$ cat src/rtl/seg_scan_sched_pkg.sv
// Shared types and constants for the seven-segment scan scheduler.
package seg_pkg;

  typedef enum logic {BLANK = 1'b0, SHOW = 1'b1} state_t;

  localparam logic [6:0] SEG_BLANK = 7'h7F;
  localparam logic [3:0] ANN_OFF   = 4'hF;

  // Active-low cathode pattern {CG..CA} for each hex nibble
  localparam logic [6:0] HEX_SEG [16] = '{
    7'h40, 7'h79, 7'h24, 7'h30, 7'h19, 7'h12, 7'h02, 7'h78,
    7'h00, 7'h10, 7'h08, 7'h03, 7'h46, 7'h21, 7'h06, 7'h0E
  };

  // Nearest enabled index after cur in round-robin order; cur itself is the last candidate
  function automatic logic [1:0] next_en_idx(input logic [1:0] cur, input logic [3:0] en);
    logic [1:0] cand;
    next_en_idx = cur;
    for (int i = 4; i >= 1; i--) begin
      cand = cur + 2'(i);
      if (en[cand]) next_en_idx = cand;
    end
  endfunction

endpackage

$ cat src/rtl/seg_scan_sched_hex_to_seg.sv
// Combinational nibble to active-low seven-segment decoder.
module hex_to_seg
  import seg_pkg::*;
(
  input  logic [3:0] nib,
  output logic [6:0] seg_c
);

  assign seg_c = HEX_SEG[nib];

endmodule

$ cat src/rtl/seg_scan_sched.sv
// Four-digit seven-segment scan scheduler with inter-digit blanking and digit masking.
// Optional per-digit blinking is enabled by defining SEG_BLINK_EN.
module seg_scan_sched
  import seg_pkg::*;
#(
  parameter int unsigned TICK_DIV    = 1000,
  parameter int unsigned SHOW_TICKS  = 4,
  parameter int unsigned BLANK_TICKS = 1
`ifdef SEG_BLINK_EN
  ,
  parameter int unsigned BLINK_TICKS = 250
`endif
) (
  input  logic        eclk,
  input  logic        gsr,
  input  logic [15:0] digits_i,
  input  logic [3:0]  dp_i,
  input  logic [3:0]  dig_en,
`ifdef SEG_BLINK_EN
  input  logic [3:0]  blink_i,
`endif
  output logic [3:0]  ann,
  output logic [6:0]  seg,
  output logic        dp_n,
  output logic        slot_start
);

  localparam int unsigned PW   = (TICK_DIV > 1) ? $clog2(TICK_DIV) : 1;
  localparam int unsigned CMAX = (SHOW_TICKS > BLANK_TICKS) ? SHOW_TICKS : BLANK_TICKS;
  localparam int unsigned CW   = (CMAX > 1) ? $clog2(CMAX) : 1;

  localparam logic [PW-1:0] PRE_LAST   = PW'(TICK_DIV - 1);
  localparam logic [CW-1:0] SHOW_LAST  = CW'(SHOW_TICKS - 1);
  localparam logic [CW-1:0] BLANK_LAST = CW'(BLANK_TICKS - 1);

  state_t        state_q, state_d;
  logic [1:0]    idx_q, idx_d;
  logic [PW-1:0] pre_q, pre_d;
  logic [CW-1:0] cnt_q, cnt_d;
  logic [3:0]    nib_q, nib_d;
  logic          dpl_q, dpl_d;
  logic          tick;
  logic [1:0]    nidx;
  logic [6:0]    dec_c;
  logic [3:0]    ann_d;
  logic [6:0]    seg_d;
  logic          dp_n_d;
  logic          slot_start_d;

`ifdef SEG_BLINK_EN
  localparam int unsigned BW      = (BLINK_TICKS > 1) ? $clog2(BLINK_TICKS) : 1;
  localparam logic [BW-1:0] BLINK_LAST = BW'(BLINK_TICKS - 1);
  logic          bl_q, bl_d;
  logic          phase_q, phase_d;
  logic [BW-1:0] bcnt_q, bcnt_d;
`endif

  assign tick = (pre_q == PRE_LAST);
  assign nidx = next_en_idx(idx_q, dig_en);

  // Prescaler, slot counter, FSM transitions and per-slot data capture
  always_comb begin
    state_d      = state_q;
    idx_d        = idx_q;
    cnt_d        = cnt_q;
    nib_d        = nib_q;
    dpl_d        = dpl_q;
    slot_start_d = 1'b0;
    pre_d        = tick ? '0 : pre_q + PW'(1);
`ifdef SEG_BLINK_EN
    bl_d    = bl_q;
    phase_d = phase_q;
    bcnt_d  = bcnt_q;
    if (tick) begin
      if (bcnt_q == BLINK_LAST) begin
        bcnt_d  = '0;
        phase_d = ~phase_q;
      end else begin
        bcnt_d = bcnt_q + BW'(1);
      end
    end
`endif
    if (tick) begin
      case (state_q)
        BLANK: begin
          if (cnt_q != BLANK_LAST) begin
            cnt_d = cnt_q + CW'(1);
          end else if (dig_en != 4'b0000) begin
            state_d      = SHOW;
            idx_d        = nidx;
            cnt_d        = '0;
            nib_d        = digits_i[{nidx, 2'b00} +: 4];
            dpl_d        = dp_i[nidx];
            slot_start_d = 1'b1;
`ifdef SEG_BLINK_EN
            bl_d         = blink_i[nidx];
`endif
          end
        end
        SHOW: begin
          if (cnt_q == SHOW_LAST) begin
            state_d = BLANK;
            cnt_d   = '0;
          end else begin
            cnt_d = cnt_q + CW'(1);
          end
        end
        default: state_d = BLANK;
      endcase
    end
  end

  hex_to_seg u_hex_to_seg (
    .nib   (nib_d),
    .seg_c (dec_c)
  );

  // Next output values follow the next state so pins change on the same edge
  always_comb begin
    ann_d  = ANN_OFF;
    seg_d  = SEG_BLANK;
    dp_n_d = 1'b1;
    if (state_d == SHOW) begin
      ann_d  = ~(4'b0001 << idx_d);
      seg_d  = dec_c;
      dp_n_d = ~dpl_d;
`ifdef SEG_BLINK_EN
      if (!phase_d && bl_d) begin
        seg_d  = SEG_BLANK;
        dp_n_d = 1'b1;
      end
`endif
    end
  end

  always_ff @(posedge eclk or posedge gsr) begin
    if (gsr) begin
      state_q    <= BLANK;
      idx_q      <= 2'd3;
      pre_q      <= '0;
      cnt_q      <= '0;
      nib_q      <= '0;
      dpl_q      <= 1'b0;
      ann        <= ANN_OFF;
      seg        <= SEG_BLANK;
      dp_n       <= 1'b1;
      slot_start <= 1'b0;
`ifdef SEG_BLINK_EN
      bl_q       <= 1'b0;
      phase_q    <= 1'b1;
      bcnt_q     <= '0;
`endif
    end else begin
      state_q    <= state_d;
      idx_q      <= idx_d;
      pre_q      <= pre_d;
      cnt_q      <= cnt_d;
      nib_q      <= nib_d;
      dpl_q      <= dpl_d;
      ann        <= ann_d;
      seg        <= seg_d;
      dp_n       <= dp_n_d;
      slot_start <= slot_start_d;
`ifdef SEG_BLINK_EN
      bl_q       <= bl_d;
      phase_q    <= phase_d;
      bcnt_q     <= bcnt_d;
`endif
    end
  end

endmodule

$ cat config.mk
export PLATFORM = sky130hd
export DESIGN_NAME = seg_scan_sched
export DESIGN_NICKNAME = d
export VERILOG_FILES = /design/src/rtl/seg_scan_sched_pkg.sv /design/src/rtl/seg_scan_sched_hex_to_seg.sv /design/src/rtl/seg_scan_sched.sv
export SDC_FILE = /design/constraint.sdc
export NUM_CORES = 1
export LEC_CHECK = 0
export ABC_AREA = 1
export CELL_PAD_IN_SITES_DETAIL_PLACEMENT = 0
export CELL_PAD_IN_SITES_GLOBAL_PLACEMENT = 1
export CORE_MARGIN = 2
export CORE_UTILIZATION = 34
export DETAILED_ROUTE_END_ITERATION = 10
export PLACE_DENSITY_LB_ADDON = 0.1
export RECOVER_POWER = 25
export SETUP_SLACK_MARGIN = 0.02
export SYNTH_ARGS = -nofsm -noshare
export SYNTH_HDL_FRONTEND = slang
export SYNTH_HIERARCHICAL = 1
export SYNTH_SLANG_ARGS = --single-unit
$ cat constraint.sdc
create_clock -name eclk -period 2.3 [get_ports eclk]
set_input_delay 0.46 -clock eclk [delete_from_list [all_inputs] [get_ports eclk]]
set_output_delay 0.46 -clock eclk [all_outputs]
set_load 0.005 [all_outputs]
==> qor.txt, run 1 <==
# clock sinks - 33
Cell area after synthesis - 2190 um2
Failing checks - negative setup slack
Die Wd - 84.2 um
Port Buf Inserts - 38
Bufs on Longest Clock Path - 2
Post-Synthesis Cells - 290
Core box area - 6280 um2
Arr. time, crit path - 2.64 ns
Crit path max-delay cell type - dfstp_2
Peak VDD IR - 0.185 mV
Syn. warnings - 6
Top cells by instance count after synthesis - nand2_1, inv_1, nand3_1
Drc violations - 0
Area fraction of the dominant cell type after synthesis - 21.7%
CP cell instances - inv_8, nand2_2, nand2_1, nand2_1, nand2_1, inv_2, nand2_4, nand3_4, nand2_4, nand2_2, nand2_2, o211ai_4, inv_4, ha_4, nand2_2, nand3_2, nand2_1, inv_1, nand2_1
Hpwl dp - 3630 um
Final Hold Viols - 0
Synth area leader - dfrtp_1
Synth unique cells - 33
Peak Freq - 412 MHz
CP max FO - 8
Vias - 2021
WL/cell - 10.5 um
Routability cong. - 0.812
CP endpoint kind - register
First-pass GRT wire length - 8650 um
Most frequent cell after synthesis - nand2_1
Initial DRC Count - 44
Vias in the first global route - 1987
Largest net degree at the start of global routing - 34
Total track usage - 14.8%
Clk_lat worst skew - 0.29 ns
Num CTS Buffers - 5
Max_slew headroom - 46.3%
Pwr/cell area - 361 nW/um2
Max incr delay on CP - 0.67 ns
Placed cell areas - 2940 um2
Crit path launch type - register
WP buf/inv - 4
Post-layout min period - 2.43 ns
Post-route ant nets - 0
Rows - 29
Area contributors post-synth - dfrtp_1, dfstp_2, nand2_1
Syn Nets - 327
Die Y - 84.2 um
Die area - 7090 um2
CP top delay family - simple AND/OR/NAND/NOR gates
Worst Max-Slew Pin Slew - 0.805 ns
Total of max-cap violations - 0
H-Tree Depth - 2
Total gr overflow - 0
CP Data Required Time - 2.51 ns
CP dominant cell by count - nand2_1
Fin util - 51.7%
Post-cts hold buffer count - 0
Antenna violations before repair - 0
Ant diodes - 0
Lkg Pwr - 0.00163 uW
Status - finished, violations left
Initial Util - 34.9%
Post-synthesis sequential area ratio - 38.5%
Final setup margin - -0.128 ns
Pre-antenna DRT Iters - 4
Async set-reset flop share out of synthesis - 100%
I/O Pins - 39
Post-synth EDFFs - 0
Synth Register Bits - 33
Fillcell total - 616
Final worst-path cycle share - 106%
Vias per inst - 4.41
Final setup fails - 7
Setup CP Type - reg -> reg
Layout cell share with drive strength beyond 1 - 37.0%
WL final - 4800 um
Predominant post-synthesis flop cell - dfrtp_1
RSZ-0062 raised after global routing - yes
Area growth, synth to finish - 48.3%
Fin nets - 417
Avg Cell Area, Syn - 7.55 um2
Max Slew Vio Count - 0
Max Clock Skew - 0.00765 ns
Place WS - -0.477 ns
Clk slew on worst S/H paths - 0.07 ns
TritonCTS clock tree - built
Final instance area - 3250 um2
Hold WC Path Type - reg -> reg
CTS root buf - clkbuf_8
## layer usage
layer / global-route usage (%) / share of wire, %
met5: 0 / 0
met2: 24.7 / 47
met3: 3.24 / 3.2
met4: 4.69 / 1.3
met1: 19.2 / 49
## cell type report
| type | instances | area, um2 | share of cell area (%) |
|---|---|---|---|
| Clock buffer | 8 | 90.1 | 2.78 |
| Inverter | 60 | 248 | 7.63 |
| Tap cell | 77 | 96.3 | 2.97 |
| Timing Repair Buffer | 87 | 754 | 23.2 |
| Sequential cell | 33 | 843 | 26.0 |
| Multi-Input combinational cell | 193 | 1210 | 37.4 |
## through the flow
stage	instances	power [uW]	hold slack [ns]	setup TNS, ns
6_report	458	1170	0.507	-0.650
4_1_cts	455	1190	0.504	-0.666
2_1_floorplan	290	651	0.457	-0.450
5_1_grt	458	1220	0.527	-2.41
3_3_place_gp	440	716	0.497	-3.22
3_5_place_dp	440	716	0.482	-3.13
## logic make-up after synthesis
logic type      Yosys count  share of synthesized area [%]
flops                    33                           38.5
fa+ha+maj                11                           6.29
simple gates            161                           35.9
buf+inv                  65                           13.0
compound gates           17                           5.03
xor+xnor                  3                           1.20
## worst paths after layout
kind	slack, ns	end	start	depth (start not counted)
hold / removal	0.51	pre_q[7]$_DFF_PP0_	pre_q[7]$_DFF_PP0_	2
min in group asynchronous	0.84	pre_q[9]$_DFF_PP0_	gsr	3
hold reg to reg	0.51	pre_q[7]$_DFF_PP0_	pre_q[7]$_DFF_PP0_	2
max in group asynchronous	0.95	dpl_q$_DFF_PP0_	gsr	3
setup reg to reg	-0.13	seg[3]$_DFF_PP1_	idx_q[0]$_DFF_PP1_	19
setup / recovery	-0.13	seg[3]$_DFF_PP1_	idx_q[0]$_DFF_PP1_	19
## where the power goes
| group | switching [uW] | total (uW) | internal (uW) |
|---|---|---|---|
| clock | 206 | 449 | 244 |
| combinational | 63.9 | 140 | 75.9 |
| sequential | 0 | 582 | 582 |
## state kept, by name, indices dropped and copies added (netlist names)
register,count
cnt_q,2
pre_q,10
idx_q,2
seg,7
dp_n,1
nib_q,4
dpl_q,1
slot_start,1
state_q,1
ann,4
## worst min-delay path: stages, from the launching register on
cell	delay, ns
dfrtp_1	0.34
o21ai_0	0.08
inv_1	0.05
## layout by cell type (no fill, tap or decap), drive strengths merged
cell,n
nand2,96
inv,59
buf,48
nand3,36
clkdlybuf4s50,35
dfrtp,19
nor2,18
dfstp,14
ha,11
clkbuf,9
o21ai,8
a21oi,5
or2,4
nand4,3
xor2,3
o211ai,3
nand3b,2
dlygate4sd2,2
clkinv,1
nor4,1
nor2b,1
a31oi,1
nor3,1
dlygate4sd3,1
## what timing repair did
item                       4_1_cts  5_1_grt
pin swaps                       19        5
setup endpoints to repair        7        9
gates cloned                     1        0
setup buffers                    6        3
gates resized for setup         34        7
Note: power is estimated with default switching activity, not from simulation.
==> run 2, diff against run 1 <==
- CORE_ASPECT_RATIO: default -> 1.1
==> run 2 against run 1 <==
Net effect:
- the run still ends with negative setup slack left
- maximum frequency grew 1.6%
- combinational power shrank 4%
- first-iteration DRC count shrank 16%
- clock power shrank 7.1%
- global-route usage grew 0.12 points
- routed wire length shrank 0.79%
- non-clock buffer count shrank 3
- clock skew grew 0.0012 ns
- total power shrank 3.2%
==> qor.txt, run 2 (synthesized netlist as in run 1, its figures left out) <==
Crit path launch type - register
Register bank with the most flops - pre_q
FF-to-FF End - seg[0]$_DFF_PP1_
Final Hold Viols - 0
Worst Max-Slew Pin Slew - 0.756 ns
Commonest cells after routing, fill and taps aside - nand2_1, inv_1, buf_4
Setup CP Type - reg -> reg
Final worst-path cycle share - 104%
Fin nets - 414
Core box area - 6190 um2
Final setup margin - -0.0908 ns
Rows - 30
Largest net degree at the start of global routing - 31
Arr. time, crit path - 2.60 ns
Worst reg-to-reg setup slack - -0.09 ns
Placed insts - 443
Non-filler cells, final - 458
Post-cts hold buffer count - 0
Num CTS Buffers - 5
Total gr overflow - 0
Peak Freq - 418 MHz
Final instance area - 3260 um2
CP cell instances - nand2_1, nand2_2, nand2_2, nand2_2, clkinv_4, nand3_4, nand2_4, nand2_2, nand2_2, o211ai_4, inv_4, ha_4, inv_4, nand2_2, nand3_2, nand2_1, inv_1, nand2_1
Routability cong. - 0.824
Max Slew Vio Count - 0
Commonest non-fill, non-tap cell in the layout - nand2_1
Port Buf Inserts - 38
Failing checks - negative setup slack
Die Wd - 80.5 um
Vias per inst - 4.37
Setup crit end - seg[0]$_DFF_PP1_
Die area - 7090 um2
CP Data Required Time - 2.51 ns
Crit path max-delay cell type - dfstp_2
Die Y - 88.1 um
Vias - 2003
CP dominant cell by count - nand2_2
Bufs on Longest Clock Path - 2
WP buf/inv - 4
Max Clock Skew - 0.00884 ns
# clock sinks - 33
WL/cell - 10.4 um
CP Depth - 18
Clk_lat worst skew - 0.28 ns
Layout cell share with drive strength beyond 1 - 39.7%
WL final - 4760 um
CP endpoint kind - register
Vias in the first global route - 2016
Initial Util - 35.3%
I/O Pins - 39
TritonCTS clock tree - built
Post-route ant nets - 0
Lkg Pwr - 0.00162 uW
Final setup fails - 7
Peak VDD IR - 0.156 mV
Area growth, synth to finish - 49.0%
Hold WC Path Type - in -> async
Total of max-cap violations - 0
CTS root buf - clkbuf_8
Clk slew on worst S/H paths - 0.07 ns
Worst Reg-to-Reg Cells - 18
Reg-to-reg startpoint - idx_q[0]$_DFF_PP1_
Hpwl dp - 3690 um
Status - finished, violations left
Largest regs - pre_q: 10 flops, seg: 7 flops
Antenna violations before repair - 0
Post-layout min period - 2.39 ns
Pwr/cell area - 348 nW/um2
Launch point of the worst path - idx_q[0]$_DFF_PP1_
H-Tree Depth - 2
Total track usage - 15.0%
Max_slew headroom - 49.6%
Max FFs per register - 10
CP top delay family - simple AND/OR/NAND/NOR gates
Max incr delay on CP - 0.66 ns
Place WS - -0.543 ns
Ant diodes - 0
Drc violations - 0
CP max FO - 8
Placed cell areas - 2950 um2
RSZ-0062 raised after global routing - yes
Pre-antenna DRT Iters - 4
Initial DRC Count - 37
First-pass GRT wire length - 8240 um
run 2: cell type report:
class | count | area (um2)
clock buffer | 6 | 72.6
clock inverter | 2 | 10.0
fill | 616 | 2930
inverter | 60 | 250
multi-input combinational | 193 | 1240
sequential | 33 | 843
tap | 80 | 100
timing repair buffer | 84 | 747
run 2: how the worst min path moves through the flow:
stage / end / cells after the start / slack (ns)
after global placement: pre_q[7]$_DFF_PP0_ / 2 / 0.49
after global routing: pre_q[9]$_DFF_PP0_ / 2 / 0.47
after floorplan: nib_q[3]$_DFF_PP0_ / 2 / 0.46
after detailed placement: pre_q[7]$_DFF_PP0_ / 2 / 0.50
final: pre_q[9]$_DFF_PP0_ / 2 / 0.48
after CTS: pre_q[9]$_DFF_PP0_ / 2 / 0.34
run 2: per-stage QoR:
step	util (%)	setup TNS, ns	power [uW]	hold WS [ns]
2_1_floorplan	-	-0.450	651	0.457
3_3_place_gp	47.7	-3.72	718	0.487
3_5_place_dp	47.7	-3.88	718	0.496
4_1_cts	51.4	-0.520	1150	0.337
5_1_grt	52.6	-1.83	1190	0.473
6_report	52.6	-0.417	1130	0.478
run 2: timing repair:
action,in CTS,in global routing
cloned,1,0
gates resized for setup,32,21
pin swaps,24,17
buffers inserted,4,2
setup endpoints to repair,7,8
run 2: where the power goes:
part / switching (uW) / internal (uW)
clock: 208 / 210
combinational: 63.3 / 71.2
sequential: 0 / 582
total: 271 / 862
run 2: worst reg2reg max path, delay by kind of cell (launching register included):
family                   cells  cell delay [ns]
AO/OA/AOI/OAI                1             0.26
adder cells (fa/ha/maj)      1             0.17
buffers and inverters        4             0.27
flip-flops                   1             0.66
AND/OR/NAND/NOR             12             0.99
run 2: per-layer routing:
metal | part of all wire [%] | vias to the layer above | GRT usage, %
li1 | - | 1061 | -
met5 | 0 | - | 0
met3 | 3.1 | 7 | 3.20
met4 | 1.2 | 0 | 5.08
met2 | 49 | 25 | 25.6
met1 | 47 | 910 | 18.7
